--- src/rtl/halfband_decim_mc.sv ---
// halfband_decim_mc: multi-channel 2:1 halfband decimator.
// It filters NUM_CH channels in lockstep, driven by one shared input strobe.
//
// Ports:
//   clock      : system clock
//   reset      : synchronous, active-low reset
//   enable     : receive gate; when low the filter flushes and idles
//   strobe_in  : one-clock pulse marking a valid input sample
//   data_in    : channel k occupies bits [k*DATA_WIDTH +: DATA_WIDTH]
//   strobe_out : one-clock pulse marking a valid output sample
//   data_out   : filtered samples, packed the same way as data_in
//   sat_out    : per-channel clip flag, valid with strobe_out
module halfband_decim_mc #(
    parameter int NUM_CH = 2,
    parameter int DATA_WIDTH = 16,
    parameter logic signed [15:0] COEFF_C0 = 16'sd9598,
    parameter logic signed [15:0] COEFF_C1 = -16'sd1406
) (
    input  logic                         clock,
    input  logic                         reset,
    input  logic                         enable,
    input  logic                         strobe_in,
    input  logic [NUM_CH*DATA_WIDTH-1:0] data_in,
    output logic                         strobe_out,
    output logic [NUM_CH*DATA_WIDTH-1:0] data_out,
    output logic [NUM_CH-1:0]            sat_out
);

    localparam int W  = DATA_WIDTH;
    localparam int PW = W + 1;
    localparam int MW = W + 17;
    localparam int AW = W + 19;
    localparam int YW = AW - 15;

    localparam logic signed [AW-1:0] HALF = AW'(16384);
    localparam logic signed [YW-1:0] YMAX = YW'((64'sd1 <<< (W - 1)) - 64'sd1);
    localparam logic signed [YW-1:0] YMIN = ~YMAX;

    logic accept;
    logic phase;
    logic v1;
    logic v2;
    logic strobe_r;

    assign accept = enable & strobe_in;
    assign strobe_out = strobe_r;

    // Shared control: the phase decides which accepted samples launch an output.
    // Dropping the gate cancels every launch that is still in the pipeline.
    always_ff @(posedge clock) begin
        if (!reset) begin
            phase    <= 1'b0;
            v1       <= 1'b0;
            v2       <= 1'b0;
            strobe_r <= 1'b0;
        end else if (!enable) begin
            phase    <= 1'b0;
            v1       <= 1'b0;
            v2       <= 1'b0;
            strobe_r <= 1'b0;
        end else begin
            v1       <= accept & phase;
            v2       <= v1;
            strobe_r <= v2;
            if (accept) begin
                phase <= ~phase;
            end
        end
    end

    for (genvar k = 0; k < NUM_CH; k++) begin : g_ch
        logic signed [W-1:0]  xin;
        logic signed [W-1:0]  x [7];
        logic signed [PW-1:0] pa_o;
        logic signed [PW-1:0] pa_i;
        logic signed [PW-1:0] s1_o;
        logic signed [PW-1:0] s1_i;
        logic signed [W-1:0]  s1_c;
        logic signed [MW-1:0] p_o;
        logic signed [MW-1:0] p_i;
        logic signed [AW-1:0] acc_c;
        logic signed [AW-1:0] s2_acc;
        logic signed [AW-1:0] rnd;
        logic signed [YW-1:0] yf;
        logic signed [W-1:0]  y_c;
        logic                 sat_c;
        logic signed [W-1:0]  y_r;
        logic                 sat_r;

        assign xin = $signed(data_in[k*W +: W]);

        // Taps are taken from the line as it will look once xin has been
        // shifted in: new x0 is xin, new x2/x3/x4/x6 are old x1/x2/x3/x5.
        assign pa_o = PW'(xin) + PW'(x[5]);
        assign pa_i = PW'(x[1]) + PW'(x[3]);

        always_ff @(posedge clock) begin
            if (!reset || !enable) begin
                for (int i = 0; i < 7; i++) begin
                    x[i] <= '0;
                end
            end else if (accept) begin
                x[0] <= xin;
                for (int i = 1; i < 7; i++) begin
                    x[i] <= x[i-1];
                end
            end
        end

        always_ff @(posedge clock) begin
            if (!reset) begin
                s1_o <= '0;
                s1_i <= '0;
                s1_c <= '0;
            end else if (accept) begin
                s1_o <= pa_o;
                s1_i <= pa_i;
                s1_c <= x[2];
            end
        end

        assign p_o   = MW'(s1_o) * MW'(COEFF_C1);
        assign p_i   = MW'(s1_i) * MW'(COEFF_C0);
        // The centre tap is 0.5, so it reduces to a shift.
        assign acc_c = AW'(p_o) + AW'(p_i) + (AW'(s1_c) <<< 14);

        always_ff @(posedge clock) begin
            if (!reset) begin
                s2_acc <= '0;
            end else if (v1) begin
                s2_acc <= acc_c;
            end
        end

        // Round half up, then clip to the output range.
        assign rnd = s2_acc + HALF;
        assign yf  = YW'(rnd >>> 15);

        always_comb begin
            y_c   = yf[W-1:0];
            sat_c = 1'b0;
            if (yf > YMAX) begin
                y_c   = YMAX[W-1:0];
                sat_c = 1'b1;
            end else if (yf < YMIN) begin
                y_c   = YMIN[W-1:0];
                sat_c = 1'b1;
            end
        end

        always_ff @(posedge clock) begin
            if (!reset) begin
                y_r   <= '0;
                sat_r <= 1'b0;
            end else if (enable && v2) begin
                y_r   <= y_c;
                sat_r <= sat_c;
            end
        end

        assign data_out[k*W +: W] = y_r;
        assign sat_out[k]         = sat_r;
    end

endmodule

--- config.mk ---
export PLATFORM = sky130hd
export DESIGN_NAME = halfband_decim_mc
export DESIGN_NICKNAME = d
export VERILOG_FILES = /design/src/rtl/halfband_decim_mc.sv
export SDC_FILE = /design/constraint.sdc
export NUM_CORES = 2
export LEC_CHECK = 0
export CAP_MARGIN = 20
export CORE_ASPECT_RATIO = 0.75
export CORE_MARGIN = 8
export CORE_UTILIZATION = 40
export DETAILED_ROUTE_END_ITERATION = 8
export PLACE_DENSITY = 0.66
export SYNTH_ARGS = -nofsm -noshare
export SYNTH_HDL_FRONTEND = slang
export SYNTH_SLANG_ARGS = --single-unit
--- constraint.sdc ---
create_clock -name clock -period 10.6 [get_ports clock]
set_input_delay 2.65 -clock clock [delete_from_list [all_inputs] [get_ports clock]]
set_output_delay 2.65 -clock clock [all_outputs]
set_load 0.05 [all_outputs]
==> impl_metrics.yaml <==
clock_network:
  clock_latency_ps: 580
  cts_sinks: 370
  cts_tree: "yes"
  cts_root_buf: "clkbuf_16"
  post_cts_buffers: 0
  clk_path_buf_depth: 3
  holdBufCountCts: 0
  cts_resized: 0
  numCtsBuffers: 42
  clk_pin_slew_ps: 70
  h-tree-depth: 2
floorplanning:
  die-area_mm2: 0.0992
  rows: 95
  ios: 71
  die_w_um: 361
  core_area_mm2: 0.0890
  start_util_pct: 40.1
  dieHeight_um: 275
sta:
  finalSetupTns_ps: 0
  period_share_pct: 85.2
  fmax_ghz: 0.111
  skew_ps: 17.5
  hold_viol: 0
  slew_headroom_pct: 24.6
  grt_setup_unrepaired: "false"
  final-setup-viol-count: 0
  post-route-min-period_ps: 9040
  worst_slack_ps: 1560
  final_max_slew_viol_count: 0
  worst_slew_pin_slew_ps: 1120
drt:
  initialDrtViolationCount: 1593
  wirelength_um: 79500
  drc: 0
  vias: 23800
  drt_pass1_iterations: 5
  antenna_left: 0
  viasPerCell: 4.90
  post_drt_wl_per_cell_um: 16.4
placement:
  place_congestion: 0.904
  place_hpwl_um: 64400
  portBuffers: 70
  pre_cts_ws_ps: 1560
  dpl.cell_count: 4780
global_routing:
  grt_pass1_wl_um: 129000
  antenna_found_initial: 4
  track_usage_pct: 16.0
  grt_max_degree: 187
  grt_overflow_total: 0
  grt_pass1_vias: 23400
synthesis:
  ys_warn_count: 0
  synth_seq_area_share_pct: 26.1
  avgSynthCellArea_um2: 9.89
  synth_top_area_share_pct: 18.5
  synth-async-reset-ratio_pct: 0
  synthFlopType: "edfxtp_1"
  synth_commonest_cells: "709 x inv_1, 523 x ha_1, 330 x fa_1"
  syn_nets: 4502
  ys_ff_latch: 370
  synth_edf_count: 192
  yosysMostFrequentCell: "inv_1"
  synthCells: 3613
  ys_top_cells_by_area: "fa_1 18%, ha_1 18%, edfxtp_1 16%"
  ys_types: 81
  syn_area_mm2: 0.0357
  synth_top_cell_by_area: "fa_1"
critical_path:
  worstPathMaxFanout: 10
  startpoint_type: "register"
  cp_common_cell: "fa_1"
  crit_path_max_incr_delay_ps: 540
  regToRegEndpoint: "g_ch[0].s2_acc[32]"
  r2r_cells: 32
  end_kind: "register"
  cp.arrival_ps: 9500
  crit_slowest_cell: "dfxtp_1"
  rrSetupSlack_ps: 1560
  setup.worst_path.class: "reg2reg"
  reg2reg_from: "g_ch[0].s1_i[14]"
  worstPathRequired_ps: 11060
cells_and_area:
  fin_nets: 4550
  drive_gt1_share_pct: 4.01
  syn_to_final_growth_pct: 10.0
  fin_cells: 4860
flow_run:
  cap_violations: 0
worst_hold_path:
  hold_path_end: "g_ch[1].s1_c[5]"
  hp-start: "g_ch[1].s1_c[5]"
  hp-class: "reg2reg"
  whs_path_depth: 1
pwr:
  ir_drop_mv: 0.150
  powerDensity_mw_per_mm2: 181
  p_total_mw: 7.12
  p_leak_nw: 19.8
run_status:
  outcome: "finished clean"
placed cells by master (no fill, tap or decap), types with 95 or more instances in the layout:
| master | netlist | routed |
|---|---|---|
| a21oi_1 | 119 | 119 |
| xnor2_1 | 150 | 150 |
| dfxtp_1 | 178 | 176 |
| nor2_1 | 126 | 126 |
| a21o_1 | 95 | 95 |
| o21ai_0 | 110 | 110 |
| inv_1 | 709 | 709 |
| nand2_1 | 171 | 171 |
| fa_1 | 330 | 330 |
| edfxtp_1 | 192 | 192 |
| and2_1 | 209 | 209 |
| ha_1 | 523 | 523 |
worst max path at each step:
stage                          to  slack [ps]              from
3_5_place_dp   g_ch[0].s2_acc[32]        1560  g_ch[0].s1_i[14]
5_1_grt        g_ch[0].s2_acc[32]         980  g_ch[0].s1_i[14]
2_1_floorplan     g_ch[0].x[0][0]        1140             reset
3_3_place_gp   g_ch[0].s2_acc[32]        1690  g_ch[0].s1_i[14]
4_1_cts        g_ch[0].s2_acc[32]        1550  g_ch[0].s1_i[14]
6_report       g_ch[0].s2_acc[32]        1560  g_ch[0].s1_i[14]
registers in the layout, summed over array words and instances, names as in the netlist:
| register | count |
|---|---|
| g_ch.s2_acc | 40 |
| g_ch.y_r | 32 |
| g_ch.s1_c | 32 |
| strobe_out | 1 |
| g_ch.s1_o | 34 |
| g_ch.x | 192 |
| g_ch.sat_r | 2 |
| v1 | 1 |
| phase | 1 |
| g_ch.s1_i | 34 |
| v2 | 1 |
power breakdown:
group	switching, mW	total, mW	internal (mW)
Combinational	2.24	3.83	1.59
Sequential	0.0596	1.62	1.56
Clock	0.636	1.67	1.03
logic make-up after synthesis:
logic type | count (synthesis) | share of synthesized area (%)
AO/OA/AOI/OAI | 559 | 10.8
buffers and inverters | 790 | 8.34
multiplexers | 30 | 0.858
AND/OR/NAND/NOR | 776 | 11.3
adder cells (fa/ha/maj) | 853 | 36.8
XOR/XNOR | 235 | 5.76
flip-flops | 370 | 26.1
cell type report:
class / count / area [um^2]
fillers: 8372 / 49700
diodes: 1 / 2.50
repair buffers: 83 / 806
clock inverters: 22 / 389
inverters: 711 / 2670
multi-input cells: 2453 / 23400
clock buffers: 56 / 1210
well taps: 1164 / 1460
flip-flops and latches: 370 / 9330
metrics by stage:
step,hold slack (ps),util (%),instance area [um^2]
6_report,453,44.1,39300
5_1_grt,482,44.1,39300
4_1_cts,456,44.1,39300
3_5_place_dp,442,42.3,37700
3_3_place_gp,434,42.3,37700
2_1_floorplan,426,-,35700
per-layer routing:
metal / track usage, % / vias to the layer above / wire length, um
li1: - / 12000 / -
met1: 25.8 / 11300 / 43900
met2: 20.7 / 435 / 28200
met3: 5.06 / 62 / 6620
met4: 1.97 / 4 / 723
met5: 0 / - / 28
critical path: cells and delay by family (launching register included):
family | cells | cell delay, ps
simple gates | 5 | 950
compound gates | 13 | 2750
flops | 1 | 540
xor+xnor | 1 | 170
buf+inv | 4 | 410
fa+ha+maj | 9 | 4090
Note: power is estimated with default switching activity, not from simulation.
